--- src/rtl/memtrace_pkg.sv ---
// Shared widths, FSM state encoding and the per-lane request record
// used by the memory-trace lane serializer.
package memtrace_pkg;

  localparam int DEF_DATA_WIDTH    = 64;
  localparam int DEF_LOGSIZE_WIDTH = 8;

  typedef enum logic [1:0] {
    IDLE  = 2'd0,
    ISSUE = 2'd1,
    DRAIN = 2'd2,
    DONE  = 2'd3
  } ser_state_e;

  typedef struct packed {
    logic [DEF_DATA_WIDTH-1:0]    address;
    logic                         is_store;
    logic [DEF_LOGSIZE_WIDTH-1:0] size;
    logic [DEF_DATA_WIDTH-1:0]    data;
  } trace_req_t;

endpackage

--- src/rtl/memtrace_lane_serializer_lane_prio_enc.sv ---
// Lowest-set-bit encoder: index of the lowest pending lane plus an any-set flag.
// Purely combinational.
module lane_prio_enc #(
  parameter int NUM_LANES = 4,
  parameter int LANE_W    = 2
) (
  input  logic [NUM_LANES-1:0] i_mask,
  output logic [LANE_W-1:0]    o_idx,
  output logic                 o_any
);

  // Scan high-to-low so the lowest set bit is the last one written.
  always_comb begin
    o_idx = '0;
    for (int i = NUM_LANES - 1; i >= 0; i--) begin
      if (i_mask[i]) o_idx = LANE_W'(i);
    end
  end

  assign o_any = |i_mask;

endmodule

--- src/rtl/memtrace_lane_serializer.sv ---
// Captures one multi-lane trace bundle and issues its valid lanes lowest-first on a
// single valid/ready port; tracks outstanding requests and flags completion.
module memtrace_lane_serializer
  import memtrace_pkg::*;
#(
  parameter int NUM_LANES     = 4,
  parameter int DATA_WIDTH    = DEF_DATA_WIDTH,
  parameter int LOGSIZE_WIDTH = DEF_LOGSIZE_WIDTH,
  parameter int MAX_INFLIGHT  = 8,
  localparam int LANE_W = (NUM_LANES > 1) ? $clog2(NUM_LANES) : 1,
  localparam int CNT_W  = $clog2(MAX_INFLIGHT + 1)
) (
  input  logic                              clock,
  input  logic                              reset,
  output logic                              trace_ready,
  input  logic [NUM_LANES-1:0]              trace_valid,
  input  logic [DATA_WIDTH*NUM_LANES-1:0]   trace_address,
  input  logic [NUM_LANES-1:0]              trace_is_store,
  input  logic [LOGSIZE_WIDTH*NUM_LANES-1:0] trace_size,
  input  logic [DATA_WIDTH*NUM_LANES-1:0]   trace_data,
  input  logic                              trace_finished,
  output logic                              mem_req_valid,
  input  logic                              mem_req_ready,
  output logic [DATA_WIDTH-1:0]             mem_req_address,
  output logic                              mem_req_is_store,
  output logic [LOGSIZE_WIDTH-1:0]          mem_req_size,
  output logic [DATA_WIDTH-1:0]             mem_req_data,
  output logic [LANE_W-1:0]                 mem_req_lane,
  input  logic                              mem_resp_valid,
  output logic [CNT_W-1:0]                  inflight_count,
  output logic                              done,
  output logic                              resp_underflow
);

  ser_state_e           r_state;
  logic [NUM_LANES-1:0] r_pending;
  logic                 r_finished_seen;
  logic [CNT_W-1:0]     r_count;
  logic                 r_underflow;
  trace_req_t           r_lanes [NUM_LANES];

  logic [LANE_W-1:0]    w_sel;
  logic                 w_any;
  logic                 w_fire;
  logic                 w_last;
  logic [NUM_LANES-1:0] w_sel_mask;
  logic [CNT_W-1:0]     w_count_nxt;
  logic                 w_underflow_evt;

  lane_prio_enc #(
    .NUM_LANES (NUM_LANES),
    .LANE_W    (LANE_W)
  ) u_prio_enc (
    .i_mask (r_pending),
    .o_idx  (w_sel),
    .o_any  (w_any)
  );

  assign mem_req_valid = (r_state == ISSUE) && w_any && (r_count < CNT_W'(MAX_INFLIGHT));
  assign w_fire        = mem_req_valid && mem_req_ready;
  assign w_sel_mask    = NUM_LANES'(1) << w_sel;
  assign w_last        = (r_pending & ~w_sel_mask) == '0;

  // Payload is driven only from registered lane state, never from trace_* inputs.
  always_comb begin
    mem_req_address  = '0;
    mem_req_is_store = 1'b0;
    mem_req_size     = '0;
    mem_req_data     = '0;
    mem_req_lane     = '0;
    if (mem_req_valid) begin
      mem_req_address  = r_lanes[w_sel].address;
      mem_req_is_store = r_lanes[w_sel].is_store;
      mem_req_size     = r_lanes[w_sel].size;
      mem_req_data     = r_lanes[w_sel].data;
      mem_req_lane     = w_sel;
    end
  end

  always_comb begin
    w_count_nxt     = r_count;
    w_underflow_evt = 1'b0;
    if (w_fire && !mem_resp_valid) begin
      w_count_nxt = r_count + CNT_W'(1);
    end else if (!w_fire && mem_resp_valid) begin
      if (r_count == '0) w_underflow_evt = 1'b1;
      else               w_count_nxt     = r_count - CNT_W'(1);
    end
  end

  always_ff @(posedge clock) begin
    if (reset) begin
      r_state         <= IDLE;
      r_pending       <= '0;
      r_finished_seen <= 1'b0;
      r_count         <= '0;
      r_underflow     <= 1'b0;
      for (int g = 0; g < NUM_LANES; g++) r_lanes[g] <= '0;
    end else begin
      r_count <= w_count_nxt;
      if (w_underflow_evt) r_underflow <= 1'b1;
      case (r_state)
        IDLE: begin
          if (|trace_valid) begin
            for (int g = 0; g < NUM_LANES; g++) begin
              r_lanes[g].address  <= trace_address[DATA_WIDTH*g +: DATA_WIDTH];
              r_lanes[g].is_store <= trace_is_store[g];
              r_lanes[g].size     <= trace_size[LOGSIZE_WIDTH*g +: LOGSIZE_WIDTH];
              r_lanes[g].data     <= trace_data[DATA_WIDTH*g +: DATA_WIDTH];
            end
            r_pending       <= trace_valid;
            r_finished_seen <= trace_finished;
            r_state         <= ISSUE;
          end else if (trace_finished) begin
            r_state <= DRAIN;
          end
        end
        ISSUE: begin
          if (w_fire) begin
            r_pending <= r_pending & ~w_sel_mask;
            if (w_last) r_state <= r_finished_seen ? DRAIN : IDLE;
          end
        end
        // Look at the next count so a response in this cycle completes immediately.
        DRAIN: if (w_count_nxt == '0) r_state <= DONE;
        DONE:  r_state <= DONE;
        default: r_state <= IDLE;
      endcase
    end
  end

  assign trace_ready    = (r_state == IDLE);
  assign done           = (r_state == DONE);
  assign inflight_count = r_count;
  assign resp_underflow = r_underflow;

endmodule

--- config.mk ---
export PLATFORM = sky130hd
export DESIGN_NAME = memtrace_lane_serializer
export DESIGN_NICKNAME = d
export VERILOG_FILES = /design/src/rtl/memtrace_pkg.sv /design/src/rtl/memtrace_lane_serializer_lane_prio_enc.sv /design/src/rtl/memtrace_lane_serializer.sv
export SDC_FILE = /design/constraint.sdc
export NUM_CORES = 1
export LEC_CHECK = 0
export CORE_MARGIN = 4
export CORE_UTILIZATION = 35
export CTS_CLUSTER_SIZE = 10
export DETAILED_ROUTE_END_ITERATION = 10
export PLACE_DENSITY = 0.67
export RECOVER_POWER = 100
export SETUP_SLACK_MARGIN = 0.05
export SYNTH_ARGS = -nofsm -noshare
export SYNTH_HDL_FRONTEND = slang
export SYNTH_HIERARCHICAL = 1
export SYNTH_SLANG_ARGS = --single-unit
--- constraint.sdc ---
create_clock -name clock -period 20.2 [get_ports clock]
set_input_delay 4.04 -clock clock [delete_from_list [all_inputs] [get_ports clock]]
set_output_delay 4.04 -clock clock [all_outputs]
set_load 0.02 [all_outputs]
Word level (Yosys, flattened, before mapping)
Memory sizes are Yosys's and may differ from the RTL's.
Cells that the tools add are included.
- $add $sub $neg: 2
- multipliers: 0
- divide/modulo/power cells: 0
- magnitude comparators: 1
- equal/unequal tests: 8
- shift-type cells: 1
- muxes and demuxes: 47
- bitwise gates (word level): 18
- reduce and logical (&&, ||, !) cells: 17
- operator list (cell ; number):
    2-to-1 mux 64 bit ; 10
    2-to-1 mux 8 bit ; 5
    2-to-1 mux 2 bit ; 11
    2-to-1 mux 4 bit ; 5
    OR 1 bit ; 16
    2-to-1 mux 1 bit ; 14
    logical NOT 4 bit ; 3
    one-hot mux 2 bit (4 select lines) ; 1
    one-hot mux 4 bit (2 select lines) ; 1
    OR reduction 4 bit ; 2
    inequality test 2 bit (second input constant) ; 3
    logical AND 1 bit ; 5
    adder 4 x 1 -> 4 bit (second input constant) ; 1
    AND 4 bit ; 1
    equality test 2 bit (second input constant) ; 2
    < comparator 4 bit (second input constant) ; 1
    inverter 4 bit ; 1
    AND reduction 4 bit ; 1
    << shifter 1 x 2 -> 4 bit (first input constant) ; 1
    subtractor 4 x 1 -> 4 bit (second input constant) ; 1
    inequality test 3 x 1 -> 1 bit (second input constant) ; 1
    AND reduction 3 bit ; 1
    equality test 2 x 1 -> 1 bit (second input constant) ; 1
    logical NOT 1 bit ; 2
    4 further kinds ; 4
- register bits after elaboration: 12
- bits in latches: 0
- memory bits (writable): 548
- bits in read-only memories: 0
- input bits: 557
- output and inout bits: 147
- logic and storage cells: 100
- memories kept: 1
- memories (name ; depth ; width ; rd ports ; clocked after Yosys merged registers in ; write ports ; RTL line ; text):
    r_lanes ; 4 ; 137 ; 1 ; 0 ; 4 ; memtrace_lane_serializer.sv:40 ; trace_req_t r_lanes [NUM_LANES];

Logic depth before layout (Yosys ltp)
- depth after elaboration: 11
- depth in mapped cells: 8
- gate-level depth less buffers: 7

Cells and area by module
Netlist, hierarchy kept.
- by module, submodules not included (module ; instances ; cells each ; area an instance (µm²) ; sequential area each (µm²)):
    memtrace_lane_serializer ; 1 ; 1578 ; 25145.4 ; 16696.0
    lane_prio_enc ; 1 ; 7 ; 35.0 ; 0.0

Least setup slack after synthesis
Ideal clock, no wire load.
- path kind: input-to-reg
- start point: input port trace_valid[2]
- end point: memory r_lanes[0][0] in the netlist's numbering, enable pin
- setup time: 3932 ps
- data arrival time: 13630 ps
- data required time: 16268 ps
- setup slack: 2638 ps
- cell stages on the path: 3
- buffers on the path: 0
- cells stage by stage: or4_4 > nand2_2 > nand2_1
- RTL lines (item ; RTL line ; text):
    start, declared ; memtrace_lane_serializer.sv:16 ; input logic [NUM_LANES-1:0] trace_valid,
    end, declared ; memtrace_lane_serializer.sv:40 ;

==> metrics.txt <==
# TYPE chip_impl_metric gauge
chip_impl_metric{name="place_worst_setup_slack",unit="ns"} 11.32
chip_impl_metric{name="grt_overflow_total",unit=""} 0
chip_impl_metric{name="dpl.hpwl",unit="mm"} 49.9
chip_impl_info{name="failed_checks",value="max-capacitance violations, max-slew violations"} 1
chip_impl_metric{name="fillerInstances",unit=""} 6073
chip_impl_metric{name="antenna_violations_before_repair",unit=""} 20
chip_impl_metric{name="cp.required",unit="ns"} 20.40
chip_impl_metric{name="die_w",unit="um"} 276
chip_impl_metric{name="crit_arrival",unit="ns"} 13.76
chip_impl_metric{name="avg_synthesized_cell_area",unit="sq um"} 15.9
chip_impl_metric{name="final-hold-violation-count",unit=""} 0
chip_impl_metric{name="synth_seq_area_share",unit=""} 0.663
chip_impl_metric{name="maxCapViolations",unit=""} 8
chip_impl_metric{name="worst_slew_pin_slew",unit="ns"} 3.78
chip_impl_metric{name="ys.warnings.count",unit=""} 6
chip_impl_metric{name="max_freq",unit="MHz"} 73.8
chip_impl_info{name="critical_path.cell_chain",value="dlygate4sd3_1 -> or4_1 -> nand2_1 -> nand2_1 -> clkbuf_1 -> clkbuf_1 -> buf_4"} 1
chip_impl_metric{name="mappedNetlistNets",unit=""} 2144
chip_impl_metric{name="remaining_drc_errors",unit=""} 0
chip_impl_metric{name="num_cts_buffers",unit=""} 68
chip_impl_info{name="timing.hold.worst.start",value="resp_underflow$_SDFFE_PP0P_"} 1
chip_impl_metric{name="finalMaxSlewViolations",unit=""} 586
chip_impl_metric{name="setup_violations",unit=""} 0
chip_impl_metric{name="viasPerCell",unit=""} 4.78
chip_impl_metric{name="num_rows",unit=""} 98
chip_impl_metric{name="antenna_violating_nets_post_route",unit=""} 0
chip_impl_metric{name="wl",unit="mm"} 70.8
chip_impl_metric{name="clkSlewWorstSetupHoldPaths",unit="ns"} 0.06
chip_impl_metric{name="vdd_drop_max",unit="uV"} 113
chip_impl_info{name="reg2reg_from",value="r_state[1]$_SDFFE_PP0P_"} 1
chip_impl_metric{name="post_dp_cell_area",unit="sq um"} 33100
chip_impl_info{name="timing.critical_path.max_delay_family",value="buffers and inverters"} 1
chip_impl_metric{name="netlist_area",unit="sq um"} 25200
chip_impl_metric{name="boundaryPins",unit=""} 704
chip_impl_info{name="grt_setup_unrepaired",value="false"} 1
chip_impl_metric{name="vias",unit=""} 15600
chip_impl_metric{name="timing.final.ws_setup",unit="ns"} 6.64
chip_impl_metric{name="period_minus_slack",unit="ns"} 13.56
chip_impl_metric{name="place_congestion",unit=""} 0.851
chip_impl_metric{name="cts_hold_buf",unit=""} 0
chip_impl_metric{name="crit_buf_inv",unit=""} 4
chip_impl_metric{name="design.die.area",unit="sq um"} 76300
chip_impl_info{name="mostFrequentLayoutCells",value="667 x sky130_fd_sc_hd__clkdlybuf4s50_1, 548 x sky130_fd_sc_hd__edfxtp_1, 396 x sky130_fd_sc_hd__and2_0, 293 x sky130_fd_sc_hd__and2_1, 137 x sky130_fd_sc_hd__mux4_2"} 1
chip_impl_metric{name="clock_skew",unit="ns"} 0.0135
chip_impl_metric{name="die_height",unit="um"} 276
chip_impl_info{name="tritoncts",value="done"} 1
chip_impl_metric{name="netlist_instances",unit=""} 1585
chip_impl_metric{name="synth_seq_cells",unit=""} 560
chip_impl_metric{name="synth_enable_flop_cells",unit=""} 548
chip_impl_metric{name="postCtsSetupBuffers",unit=""} 0
chip_impl_info{name="path_class",value="in2reg"} 1
chip_impl_metric{name="cts.sinks",unit=""} 560
chip_impl_metric{name="drt_pre_antenna_iters",unit=""} 5
chip_impl_metric{name="p_leak",unit="nW"} 12.6
chip_impl_metric{name="port-buffer-count",unit=""} 703
chip_impl_metric{name="grt_pass1_vias",unit=""} 16600
chip_impl_metric{name="final_layout_size_suffix_gt1_frac",unit=""} 0.102
chip_impl_info{name="worst_setup_path_startpoint",value="trace_valid[1]"} 1
chip_impl_metric{name="cts_buffer_depth",unit=""} 3
chip_impl_metric{name="areaGrowthSynthToFinish",unit="%"} 39.0
chip_impl_info{name="slowest_stage_cell_crit_path",value="sky130_fd_sc_hd__clkbuf_1"} 1
chip_impl_metric{name="grt_first_pass_wirelength",unit="mm"} 105
chip_impl_metric{name="cp_max_fo",unit=""} 74
chip_impl_metric{name="finalSetupTns",unit="ns"} 0
chip_impl_info{name="final_common_cell",value="sky130_fd_sc_hd__clkdlybuf4s50_1"} 1
chip_impl_metric{name="cellPowerDensity",unit="nW/um^2"} 122
chip_impl_metric{name="grt_use_total",unit=""} 0.180
chip_impl_metric{name="async_reset_ff_frac",unit=""} 0
chip_impl_metric{name="core-area",unit="sq um"} 71400
chip_impl_metric{name="postLayoutCellArea",unit="sq um"} 35000
chip_impl_info{name="critical_path.endpoint_type",value="register"} 1
chip_impl_metric{name="post_cts_resize_count",unit=""} 0
chip_impl_metric{name="wire_per_inst",unit="um"} 21.7
chip_impl_metric{name="clk-insertion-delay-late",unit="ns"} 0.59
chip_impl_info{name="clk_root_buffer_cell",value="sky130_fd_sc_hd__clkbuf_16"} 1
chip_impl_info{name="worst_setup_path_start_kind",value="input port"} 1
chip_impl_info{name="synth_top_flop_cell",value="sky130_fd_sc_hd__edfxtp_1"} 1
chip_impl_metric{name="nNetsFinal",unit=""} 2823
chip_impl_metric{name="h-tree-depth",unit=""} 3
chip_impl_metric{name="cp_slowest_stage_delay",unit="ns"} 2.66
chip_impl_metric{name="layout_worst_path_cycle_share",unit=""} 0.671
chip_impl_metric{name="initial_utilization",unit=""} 0.353
chip_impl_metric{name="ys_types",unit=""} 50
chip_impl_metric{name="slew_headroom",unit=""} -1.52
chip_impl_metric{name="detailedRoute.firstIterationViolations",unit=""} 1086
chip_impl_info{name="hold_class",value="reg2reg"} 1
chip_impl_info{name="outcome",value="finished with violations"} 1
chip_impl_metric{name="grt_max_degree",unit=""} 251
[stage by stage]
stage | cells | util | hold WS (ns) | total power [mW]
2_1_floorplan | 1585 | - | 0.437 | 2.89
3_3_place_gp | 3144 | 0.463 | 0.444 | 3.18
3_5_place_dp | 3144 | 0.463 | 0.467 | 3.23
4_1_cts | 3248 | 0.491 | 0.480 | 4.35
5_1_grt | 3257 | 0.490 | 0.514 | 4.50
6_report | 3260 | 0.491 | 0.470 | 4.28
[power by group]
part	switching (mW)	internal, mW
Clock	0.467	0.633
Sequential	0.119	1.81
Combinational	0.647	0.609
Total	1.23	3.05
[final cells by class]
cell class                 count  area (sq um)  share of cell area
sequential                   560         16700               0.477
clock buffer                  93          1830              0.0522
multi-input combinational    907          7940               0.227
clock inverter                11           125             0.00357
inverter                       6          22.5            0.000643
timing repair buffer         721          7170               0.205
tap                          950          1190              0.0340
antenna                       12          30.0            0.000858
[worst register-to-register path, stage by stage, from the launching register on]
cell	delay, ns
sky130_fd_sc_hd__dfxtp_1	0.39
sky130_fd_sc_hd__nor2_2	0.28
sky130_fd_sc_hd__nand2_1	0.25
sky130_fd_sc_hd__nand2_1	2.31
sky130_fd_sc_hd__clkbuf_1	2.68
sky130_fd_sc_hd__clkbuf_1	2.70
sky130_fd_sc_hd__buf_4	1.02
[state kept, by name, indices dropped and copies added, names as in the netlist]
name / count
r_lanes: 548
inflight_count: 4
r_pending: 4
r_state: 2
r_finished_seen: 1
resp_underflow: 1
[cells by family (layout without fill, tap and decap cells)]
logic type / after synthesis / after routing / share of synthesized area
other: 0 / 12 / 0
flip-flops: 560 / 560 / 0.663
AND/OR/NAND/NOR: 732 / 732 / 0.181
XOR/XNOR: 1 / 1 / 0.000348
buffers and inverters: 118 / 831 / 0.0216
AO/OA/AOI/OAI: 32 / 32 / 0.00949
adder cells (fa/ha/maj): 2 / 2 / 0.000994
multiplexers: 140 / 140 / 0.124
[metal layers]
layer | track usage | wire length (um) | share of wire | vias up
li1 | - | - | - | 7114
met1 | 0.208 | 26500 | 0.37 | 7731
met2 | 0.317 | 36600 | 0.52 | 600
met3 | 0.0560 | 5590 | 0.079 | 128
met4 | 0.0638 | 2030 | 0.029 | 12
met5 | 0 | 87 | 0.0012 | -
[final timing paths]
| kind | end | slack (ns) | depth (start not counted) |
|---|---|---|---|
| max | r_lanes[3][135]$_SDFFCE_PN0P_ | 6.64 | 7 |
| min | resp_underflow$_SDFFE_PP0P_ | 0.47 | 2 |
| max reg2reg | r_lanes[3][135]$_SDFFCE_PN0P_ | 10.13 | 6 |
| min reg2reg | resp_underflow$_SDFFE_PP0P_ | 0.47 | 2 |
[synthesized netlist by cell type, types with 2 or more instances]
| library cell | n | area (sq um) |
|---|---|---|
| sky130_fd_sc_hd__nand3_1 | 5 | 25.0 |
| sky130_fd_sc_hd__a32oi_1 | 2 | 17.5 |
| sky130_fd_sc_hd__a21oi_1 | 7 | 35.0 |
| sky130_fd_sc_hd__mux4_2 | 137 | 3090 |
| sky130_fd_sc_hd__a21oi_2 | 2 | 17.5 |
| sky130_fd_sc_hd__a31oi_1 | 2 | 12.5 |
| sky130_fd_sc_hd__nand2b_1 | 3 | 18.8 |
| sky130_fd_sc_hd__dfxtp_1 | 12 | 240 |
| sky130_fd_sc_hd__clkbuf_2 | 51 | 255 |
| sky130_fd_sc_hd__and2_1 | 689 | 4310 |
| sky130_fd_sc_hd__or3_1 | 2 | 12.5 |
| sky130_fd_sc_hd__buf_1 | 5 | 18.8 |
| sky130_fd_sc_hd__buf_2 | 27 | 135 |
| sky130_fd_sc_hd__nand3b_1 | 2 | 15.0 |
| sky130_fd_sc_hd__nor2_1 | 10 | 37.5 |
| sky130_fd_sc_hd__edfxtp_1 | 548 | 16500 |
| sky130_fd_sc_hd__nand2_1 | 9 | 33.8 |
| sky130_fd_sc_hd__ha_1 | 2 | 25.0 |
| sky130_fd_sc_hd__o21ai_0 | 3 | 15.0 |
| sky130_fd_sc_hd__nor3_1 | 2 | 10.0 |
| sky130_fd_sc_hd__o2111ai_1 | 3 | 26.3 |
| sky130_fd_sc_hd__clkbuf_1 | 28 | 105 |
| sky130_fd_sc_hd__a211oi_1 | 2 | 15.0 |
| sky130_fd_sc_hd__inv_1 | 6 | 22.5 |
Note: power is estimated with default switching activity, not from simulation.
